===== src/rtl/uart_alu_ctrl.sv =====
// Packet sequencer between uart_rx and uart_tx: echoes payloads or reduces 32-bit operands (add/mul).
// Optional multiplier enabled by defining UART_ALU_MUL_EN; otherwise MulOpcode is an unknown command.
module uart_alu_ctrl #(
    parameter logic [7:0] EchoOpcode = 8'hEC,
    parameter logic [7:0] AddOpcode  = 8'hA0,
    parameter logic [7:0] MulOpcode  = 8'hA1
) (
    input  logic       clk_i,
    input  logic       reset_i,
    input  logic [7:0] rx_data_i,
    input  logic       rx_valid_i,
    output logic       rx_ready_o,
    output logic [7:0] tx_data_o,
    output logic       tx_valid_o,
    input  logic       tx_ready_i,
    output logic       busy_o,
    output logic       err_o
);

`ifdef UART_ALU_MUL_EN
    localparam bit MulEnabled = 1'b1;
`else
    localparam bit MulEnabled = 1'b0;
`endif

    typedef enum logic [3:0] {
        HDR0, HDR1, HDR2, HDR3, ECHO_RX, ECHO_TX, ACC, SEND, DRAIN
    } state_t;

    state_t      state;
    logic [7:0]  opcode;
    logic [7:0]  len_lo;
    logic [15:0] cnt;
    logic [31:0] acc;
    logic [23:0] op_sr;
    logic [1:0]  byte_idx;
    logic [1:0]  send_idx;
`ifdef UART_ALU_MUL_EN
    logic        first_op;
`endif

    logic        rx_hs, tx_hs;
    logic [15:0] len_full, pay_len;
    logic        is_echo, is_mul, is_acc_op, is_known;
    logic [31:0] operand, acc_next;

    assign rx_hs     = rx_valid_i && rx_ready_o;
    assign tx_hs     = tx_valid_o && tx_ready_i;
    assign len_full  = {rx_data_i, len_lo};
    assign pay_len   = (len_full < 16'd4) ? 16'd0 : len_full - 16'd4;
    assign is_echo   = (opcode == EchoOpcode);
    assign is_mul    = (opcode == MulOpcode);
    assign is_acc_op = (opcode == AddOpcode) || (MulEnabled && is_mul);
    assign is_known  = is_echo || is_acc_op;
    assign busy_o    = (state != HDR0);
    assign operand   = {rx_data_i, op_sr};

    // Accumulator update for the operand completing on this rx byte.
    always_comb begin
        acc_next = acc + operand;
`ifdef UART_ALU_MUL_EN
        if (is_mul) begin
            acc_next = first_op ? operand : acc * operand;
        end
`endif
    end

    always_comb begin
        rx_ready_o = 1'b0;
        case (state)
            HDR0, HDR1, HDR2, HDR3, ECHO_RX, ACC, DRAIN: rx_ready_o = 1'b1;
            default:                                    rx_ready_o = 1'b0;
        endcase
    end

    // Main sequencer; tx_data_o/tx_valid_o are loaded on the edge that enters ECHO_TX or SEND.
    always_ff @(posedge clk_i or posedge reset_i) begin
        if (reset_i) begin
            state      <= HDR0;
            opcode     <= 8'h00;
            len_lo     <= 8'h00;
            cnt        <= 16'h0000;
            acc        <= 32'h0;
            op_sr      <= 24'h0;
            byte_idx   <= 2'd0;
            send_idx   <= 2'd0;
            tx_data_o  <= 8'h00;
            tx_valid_o <= 1'b0;
            err_o      <= 1'b0;
`ifdef UART_ALU_MUL_EN
            first_op   <= 1'b1;
`endif
        end else begin
            case (state)
                HDR0: if (rx_hs) begin
                    opcode <= rx_data_i;
                    err_o  <= 1'b0;
                    state  <= HDR1;
                end
                HDR1: if (rx_hs) state <= HDR2;
                HDR2: if (rx_hs) begin
                    len_lo <= rx_data_i;
                    state  <= HDR3;
                end
                HDR3: if (rx_hs) begin
                    cnt      <= pay_len;
                    acc      <= 32'h0;
                    byte_idx <= 2'd0;
`ifdef UART_ALU_MUL_EN
                    first_op <= 1'b1;
`endif
                    if (len_full < 16'd4 || !is_known) err_o <= 1'b1;
                    if (is_acc_op) begin
                        if (pay_len == 16'd0) begin
                            state      <= SEND;
                            send_idx   <= 2'd0;
                            tx_data_o  <= 8'h00;
                            tx_valid_o <= 1'b1;
                        end else begin
                            state <= ACC;
                        end
                    end else if (pay_len == 16'd0) begin
                        state <= HDR0;
                    end else if (is_echo) begin
                        state <= ECHO_RX;
                    end else begin
                        state <= DRAIN;
                    end
                end
                ECHO_RX: if (rx_hs) begin
                    tx_data_o  <= rx_data_i;
                    tx_valid_o <= 1'b1;
                    cnt        <= cnt - 16'd1;
                    state      <= ECHO_TX;
                end
                ECHO_TX: if (tx_hs) begin
                    tx_valid_o <= 1'b0;
                    state      <= (cnt == 16'd0) ? HDR0 : ECHO_RX;
                end
                ACC: if (rx_hs) begin
                    cnt      <= cnt - 16'd1;
                    byte_idx <= byte_idx + 2'd1;
                    op_sr    <= {rx_data_i, op_sr[23:8]};
                    if (byte_idx == 2'd3) begin
                        acc <= acc_next;
`ifdef UART_ALU_MUL_EN
                        first_op <= 1'b0;
`endif
                    end
                    // Last payload byte: an incomplete trailing operand is dropped and flagged.
                    if (cnt == 16'd1) begin
                        state      <= SEND;
                        send_idx   <= 2'd0;
                        tx_valid_o <= 1'b1;
                        tx_data_o  <= (byte_idx == 2'd3) ? acc_next[7:0] : acc[7:0];
                        if (byte_idx != 2'd3) err_o <= 1'b1;
                    end
                end
                SEND: if (tx_hs) begin
                    if (send_idx == 2'd3) begin
                        tx_valid_o <= 1'b0;
                        state      <= HDR0;
                    end else begin
                        send_idx <= send_idx + 2'd1;
                        case (send_idx)
                            2'd0:    tx_data_o <= acc[15:8];
                            2'd1:    tx_data_o <= acc[23:16];
                            default: tx_data_o <= acc[31:24];
                        endcase
                    end
                end
                DRAIN: if (rx_hs) begin
                    cnt <= cnt - 16'd1;
                    if (cnt == 16'd1) state <= HDR0;
                end
                default: state <= HDR0;
            endcase
        end
    end

endmodule


===== config.mk =====
export PLATFORM = sky130hd
export DESIGN_NAME = uart_alu_ctrl
export DESIGN_NICKNAME = d
export VERILOG_FILES = /design/src/rtl/uart_alu_ctrl.sv
export SDC_FILE = /design/constraint.sdc
export NUM_CORES = 1
export LEC_CHECK = 0
export CORE_MARGIN = 2
export CORE_UTILIZATION = 50
export DETAILED_ROUTE_END_ITERATION = 8
export PLACE_DENSITY = 0.7
export RECOVER_POWER = 100
export SETUP_SLACK_MARGIN = 0.5
export SYNTH_ARGS = -nofsm -noshare
export SYNTH_HDL_FRONTEND = slang
export SYNTH_SLANG_ARGS = --single-unit

===== constraint.sdc =====
create_clock -name clk_i -period 3.35 [get_ports clk_i]
set_input_delay 0.67 -clock clk_i [delete_from_list [all_inputs] [get_ports clk_i]]
set_output_delay 0.67 -clock clk_i [all_outputs]
set_load 0.02 [all_outputs]

==> run summary, run 1 <==
The flow ran to the end, and the final reports show no timing, DRC or antenna violations. The buffer levels on the longest clock path came out at 2. The count of unique library cells instantiated by Yosys came out at 70. For this block, wires on met1 add up to 8.63 mm. Summed over all layers, the routed wires come to 18.8 mm. Routability-driven placement finished with a final weighted congestion of 0.897. Counting the fill cells in the layout gives 1139. Cells fill 61.8% of the core in the end. The power density relative to cell area came out at ~530 nW/um^2. The reg-to-reg critical path startpoint is op_sr[16]. Synthesis produced between 700 and 800 cells. The category of the worst setup path launch point is a flop. STA classifies the critical path endpoint as a flop.

Of all flip-flops after synthesis, the portion carrying an async set or reset was 100%. The global-route wire length before repair came out at 30.3 mm. The area of all placed cells without fillers is 8250 sq um.

The later pin in the worst-skew pair is clocked with a latency of around 0.36 ns. The max-capacitance violation count is 0. After synthesis, the largest area contributor takes up 38.6% of total cell area. Data on the critical path is required at its endpoint by 3.60 ns. Detailed routing inserted a total of 6135 vias. Clock-pin slew was measured on the worst setup and hold paths at 0.07 ns. Counting instances in the post-synthesis netlist gives the leading cell types as dfrtp_1 (106), a21oi_1 (72), nand2_1 (69), o21ai_0 (67), nor2_1 (54). In this run the core area contains 42 standard-cell rows. The die extent in y came out at 121 um.

The layout overhead on the synthesized area is 20.0%. The slowest stage of the critical path belongs to the cell a311oi_1. The minimum setup slack among reg-to-reg paths came out at 0.22 ns. The number of nets in the layout came out at 874. The die outline width came out at 121 um.

Setup repair after global routing could not meet its margin everywhere. The area of the mapped netlist is about 6900 sq um. The total of endpoints with negative setup slack in the final report came out at 0. Summed over all nets, the half-perimeter wirelength after detailed placement is 13.5 mm.

The largest vdd supply drop is 0.306 mV. Global routing used 26.3% of the available tracks. The DRC violations left is 0. The number of hold-slack violations in the final timing report came out at 0. The via count of the first global-routing pass is 5839.

The most area-hungry cell type in the Yosys netlist is dfrtp_1. The synthesis warning total came out at 0. The path class of the tightest hold or removal check is reg2reg. During placement, the flow inserted port buffers numbering 23. For the final database, setup skew stands at 0.00960 ns. For this run, the top clock speed supported by timing is around 0.32 GHz. The final period demand of the worst path came out at 3.13 ns. The number of nets in the synthesized netlist came out at between 800 and 900.

The top fanout value on the critical path is 2. Sequential elements use 38.6% of the synthesized area. The endpoint identified for the worst register-to-register timing path is acc[31].

The initial standard-cell utilization of the core came out at 51.5%. A synthesized cell averages 9.17 sq um. The standby leakage power is 3.81 nW. Once detail routing completed, the nets flagged for antenna violations numbered 0. The boundary pin count is 24.

The worst reg-to-reg path cell count is 10. For this design, the CTS-stage hold fixing added 0 buffers. The startpoint of the worst hold path is tx_data_o[5]. The remaining max-slew budget at the tightest pin is 8.90%. The category of the critical setup timing path is reg2reg.

The number of antenna violations at the first check in global routing is 0. For this run the aggregate overflow at the end of global routing stands at 0. For the pin with the worst max-slew slack, the measured transition is between 1 and 1.5 ns. The wire length per cell after detailed routing is 18.7 um. In the final layout, the multi-input gates occupy 4210 sq um. The die covers 14700 sq um. The post-placement cell area came out at 7600 sq um. The count of final max-slew check failures is 0. The TritonCTS sink count came out at 106. Sorting the synthesized cells by area gives the leading types as dfrtp_1 (39%), ha_1 (7.1%), mux2_2 (6.1%). The flip-flop and latch area is 2660 sq um. TritonCTS built the clock tree. The hold path depth is 1. The highest metal layer used by the detailed router is met4.

The share of layout cells above drive strength 1 is 19.2%. For this block, the initial DRC count from the detailed router was 884. The total length of routed met2 wires is 8.86 mm. The met3 wire length is just under 900 um. The core area is 13300 sq um. The clock tree root driver cell is clkbuf_16. Among all cell types in the netlist, the one instantiated most often is dfrtp_1. In the synthesized netlist the dominant register cell turns out to be dfrtp_1. The pin count of the biggest net entering global routing is 34. STA puts the critical path data arrival time at 3.38 ns.

The count of TritonRoute iterations in the first routing pass is 5. Using the TritonRoute via totals, the vias-per-cell ratio works out to 6.12. The TritonCTS buffer count is 9.

The number of levels in the clock H-tree came out at 3. The path with the worst hold slack has its endpoint at tx_data_o[5]. The register bit total from synthesis is 106.

The critical path goes through ha_4 > a211oi_2 > o21bai_1 > a21o_1 > a221oi_2 > o22ai_2 > o41a_1 > a311oi_1 > xor2_1 > a221o_1. The number of flops mapped to enable cells by yosys is 0. The stage delay of the slowest cell on the critical path came out at 0.47 ns. In the finished design, the share of the clock period the worst path needs comes to 93.5%. The number of antenna repair diodes is 0.
-- through the flow --
step / TNS (ns) / total power [mW] / hold WS, ns / cells / setup slack (ns)
floorplan: 0 / 2.80 / 0.451 / 750 / 0.501
global placement: -0.330 / 3.19 / 0.470 / 963 / -0.0477
detailed placement: -0.777 / 3.24 / 0.482 / 963 / -0.114
CTS: 0 / 4.38 / 0.499 / 999 / 0.405
global route: 0 / 4.62 / 0.520 / 1003 / 0.149
finish: 0 / 4.35 / 0.488 / 1003 / 0.219
-- timing repair --
action	in CTS	in global routing
buffers inserted	20	4
resized for setup	29	27
endpoints found under the setup margin	11	19
pin swaps	20	20
-- worst max path at each step --
stage                         to  cells after the start          from
finish                   acc[31]                     10     op_sr[16]
global route        tx_data_o[0]                      9     len_lo[5]
CTS                      acc[31]                     10     op_sr[16]
floorplan           tx_data_o[0]                     10  rx_data_i[0]
detailed placement  tx_data_o[7]                     10  rx_data_i[0]
global placement    tx_data_o[6]                     10  rx_data_i[0]
-- critical path, delay by kind of cell, from the launching register on --
family	cells	cell delay (ns)
flip-flops	1	0.46
XOR/XNOR	1	0.13
adder cells (fa/ha/maj)	1	0.28
AO/OA/AOI/OAI	8	2.15
-- state kept, by name, summed over array words and instances, names as in the netlist --
| register | cells |
|---|---|
| acc | 32 |
| op_sr | 24 |
| cnt | 16 |
| len_lo | 8 |
| opcode | 8 |
| tx_data_o | 8 |
| state | 4 |
| byte_idx | 2 |
| send_idx | 2 |
| err_o | 1 |
| tx_valid_o | 1 |
-- cell usage in the layout (no fill, tap or decap), types with 8 or more instances in the layout --
cell,instances
dfrtp_1,102
a21oi_1,70
nand2_1,68
o21ai_0,67
buf_4,54
nor2_1,53
mux2_2,37
ha_1,31
xnor2_1,21
inv_1,20
nor3_1,18
a21o_1,17
xor2_1,15
dlygate4sd3_1,14
nand3_1,12
nand2b_1,10
a22o_1,10
mux2i_1,9
clkbuf_16,9
and3_1,8
-- per-layer routing --
metal	up-vias	GRT usage (%)
met5	-	0
met4	0	8.55
met3	36	4.14
met2	191	42.0
met1	3000	36.8
li1	2908	-
-- power by group --
group	switching (mW)	internal [mW]	total (mW)
Clock	0.504	0.608	1.11
Sequential	0.329	1.53	1.85
Combinational	0.792	0.589	1.38
Total	1.63	2.72	4.35
-- cell families after synthesis --
family          Yosys count  synth area share (%)
simple gates            220                  15.7
buf+inv                  53                  3.07
xor+xnor                 36                  4.58
fa+ha+maj                40                  7.39
compound gates          242                  22.2
flops                   106                  38.6
mux                      53                  8.51
-- layout make-up --
| type | instances | area share, % |
|---|---|---|
| Sequential cell | 106 | 32.2 |
| Timing Repair Buffer | 92 | 9.31 |
| Clock inverter | 6 | 0.849 |
| Inverter | 22 | 1.02 |
| Multi-Input combinational cell | 591 | 51.0 |
| Tap cell | 176 | 2.67 |
| Clock buffer | 10 | 2.90 |
Note: power is estimated with default switching activity, not from simulation.
==> run 2, diff against run 1 <==
--- a/config.mk
+++ b/config.mk
@@ -5,7 +5,8 @@
 export SDC_FILE = /design/constraint.sdc
 export NUM_CORES = 1
 export LEC_CHECK = 0
-export CORE_MARGIN = 2
+export CAP_MARGIN = 20
+export CORE_MARGIN = 4
 export CORE_UTILIZATION = 50
 export DETAILED_ROUTE_END_ITERATION = 8
 export PLACE_DENSITY = 0.7
==> run 2 against run 1 <==
Largest cell class unchanged. The flow now finishes with violations (capacitance limit, slew limit). Global-route usage down 2.4 points. Worst setup slack better by 0.10 ns. Via count up 1.3%.
==> run summary, run 2 (synthesis gave the netlist of run 1 again) <==
The maximum clock skew at final layout is 0.0107 ns (+0.00113 ns). Leaving out fill and tap cells, the most frequent cell in the layout is dfrtp_1. The count of final max-slew check failures came out at 67 (+67). The overall via count from detail_route is 6212 (+1.3%). The worst setup path is captured at a flop. The die extent in y is 125 um (+3.3%). The buffer levels on the longest clock path was 2 (unchanged). The final wirelength is 19.0 mm (+1.3%). The largest vdd supply drop came to 0.278 mV (-8.9%). The TritonCTS sink count was 106 (unchanged). The global-route wire length before repair came out at 30.4 mm (+0.50%). The required time at the worst-slack endpoint is 3.60 ns (about the same). The number of flip-flops under the largest register name came out at 32 (unchanged). The number of buffers added on ports is 23 (unchanged). The clock tree from TritonCTS is built.

The checks that failed: capacitance limit, slew limit. The share of the clock period used by the worst path after layout is 90.4% (-3.1 points). The post-placement cell area came out at 7590 sq um (about the same). The total routing resource utilization after global routing is 24.0% (-2.4 points).

The register with the highest flop count is acc. The total of endpoints with negative setup slack in the final report came out at 0 (unchanged). The via count normalized by instance count came out at 6.25 (+2.2%). The pin count of the biggest net entering global routing is 40 (+18%). The class of the most critical hold timing path is reg2reg.

The clock-pin slew on the worst setup and hold paths is 0.07 ns (about the same). Setup repair after global routing could not meet its margin everywhere. The arrival time of data at the critical path endpoint came out at 3.27 ns (-0.11 ns).

By startpoint and endpoint, the worst setup path is classified as reg2reg. The number of antenna violations at the first check in global routing is 0 (unchanged). The flow ran to the end, but the final reports show violations.

The setup total negative slack is 0 ns (unchanged). The clock insertion delay at the later pin of the skew report is 0.37 ns (about the same). The die outline width came out at 125 um (+3.3%).

The DRC violations left was 0 (unchanged). The share of layout cells above drive strength 1 is 16.4% (-2.8 points). The switching portion of total power came out at 37.2% (-0.18 points). The wire length per cell after detailed routing came out at 19.1 um (+2.2%). The TritonCTS buffer count came out at 9 (unchanged). The pin slew with the least headroom to its limit came out at 1.70 ns (+0.338 ns). The post-route antenna net violation count was 0 (unchanged). The core area came to 13300 sq um (unchanged).

The initial standard-cell utilization of the core came out at 51.5% (unchanged). The boundary pin count came to 24 (unchanged). The internal power came to 2.77 mW (+1.7%).

The number of nets in the layout came out at 866 (-0.92%). The top fanout value on the critical path is 4 (+2). The clock group share of total power came out at 25.8% (+0.2 points). The die area came out at 15700 sq um (+6.7%). The overflow left after global routing is 0 (unchanged).

The maximum clock rate is 0.330 GHz (+3.4%). The category of the worst setup path launch point is a flop. The number of hold-slack violations in the final timing report came out at 0 (unchanged). The area of all placed cells without fillers came out at 8050 sq um (-2.4%). The max-capacitance violation count is 2 (+2). Leaving out fill and tap cells, the most frequent cells in the layout are dfrtp_1 (100), a21oi_1 (73), nand2_1 (69), o21ai_0 (69), nor2_1 (54).

The part of the power in registers is 42.3% (-0.4 points). The detailed-placement wirelength estimate came out at 13.9 mm (+3.1%). The number of levels in the clock H-tree was 3 (unchanged). The total net switching power is 1.64 mW (+0.91%). The power density relative to cell area is 548 nW/um^2 (+3.9%). The number of rows in the core area is 42 (unchanged). The routability congestion estimate came out at 0.873 (-2.6%). The largest registers in the layout are acc (32), op_sr (24), cnt (16). The standby leakage power was 3.69 nW (-3.3%).

The number of antenna repair diodes came to 0 (unchanged). The count of routing violations after the opening detailed-route iteration was 644 (-27%). The number of hold buffers added after CTS came out at 0 (unchanged). The layout overhead on the synthesized area is 17.1%. The via count of the first global-routing pass was 5887 (+0.82%). The remaining max-slew budget at the tightest pin came out at -13.8% (-23 points). The share of power burned in combinational logic is 31.8% (about the same). The final period demand of the worst path came out at 3.03 ns (-0.104 ns).

Clock tree synthesis selected as its root buffer the cell clkbuf_16. The worst slack at placement came out at -0.129 ns (-0.0145 ns). The slack of the critical path is 0.323 ns (+0.104 ns). The count of TritonRoute iterations in the first routing pass is 5 (unchanged).
==> run 2: cell types whose count changed in the layout (fill, tap and decap cells not counted), moves of 3 or more <==
cell	change
ha_4	-4
o21ai_1	-3
inv_6	-3
buf_6	-6
a21oi_1	+3
buf_4	-7
ha_1	+3
clkbuf_1	+8
==> run 2: metal layers <==
layer	wire length (um)	GRT usage [%]
met1	8590	33.0
met2	8710	37.5
met3	1170	5.20
met4	541	8.48
met5	0	0
==> run 2: repair_timing <==
| action | in CTS | in global routing |
|---|---|---|
| resized for setup | 15 | 25 |
| endpoints found under the hold margin | 0 | 0 |
| setup buffers | 9 | 9 |
| setup endpoints to repair | 15 | 21 |
| pin swaps | 14 | 18 |
==> run 2: path summary, 6_finish.rpt <==
| path | start | end | slack (ns) | depth (start not counted) |
|---|---|---|---|---|
| hold / removal | tx_data_o[3] | tx_data_o[3] | 0.48 | 1 |
| setup reg to reg | acc[1] | acc[31] | 0.32 | 10 |
| hold reg to reg | tx_data_o[3] | tx_data_o[3] | 0.48 | 1 |
| max in group asynchronous | reset_i | acc[16] | 0.71 | 3 |
| min in group asynchronous | reset_i | acc[1] | 1.17 | 2 |
| setup / recovery | acc[1] | acc[31] | 0.32 | 10 |
==> run 2: worst max-delay path, cell delays in order, from the launching register on <==
cell	delay, ns
dfrtp_1	0.43
ha_1	0.34
a211oi_2	0.21
o21bai_1	0.18
o21a_1	0.25
o21ai_2	0.21
o22ai_1	0.14
o41a_1	0.36
a311oi_2	0.37
xor2_1	0.11
a221o_1	0.31
==> run 2: cell type report <==
class                   instances  area [sq um]
fillers                      1164          5300
flip-flops and latches        106          2660
well taps                     176           220
inverters                      22          83.8
clock buffers                  10           229
repair buffers                 84           639
multi-input cells             591          4140
clock inverters                 5          80.1
==> run 2: power groups by stage <==
stage,Combinational [mW],Clock (mW),Sequential [mW]
finish,1.40,1.14,1.87
global route,1.56,1.21,1.90
CTS,1.42,1.15,1.85
detailed placement,1.40,0,1.87
global placement,1.35,0,1.85
floorplan,1.07,0,1.74
==> run 2: metrics by stage <==
stage               hold slack, ns  util (%)  std cells  power [mW]
floorplan                    0.451         -        750        2.80
global placement             0.468      56.9        961        3.20
detailed placement           0.477      56.9        961        3.27
CTS                          0.492      60.2        985        4.42
global route                 0.502      60.3        994        4.66
finish                       0.482      60.3        994        4.41
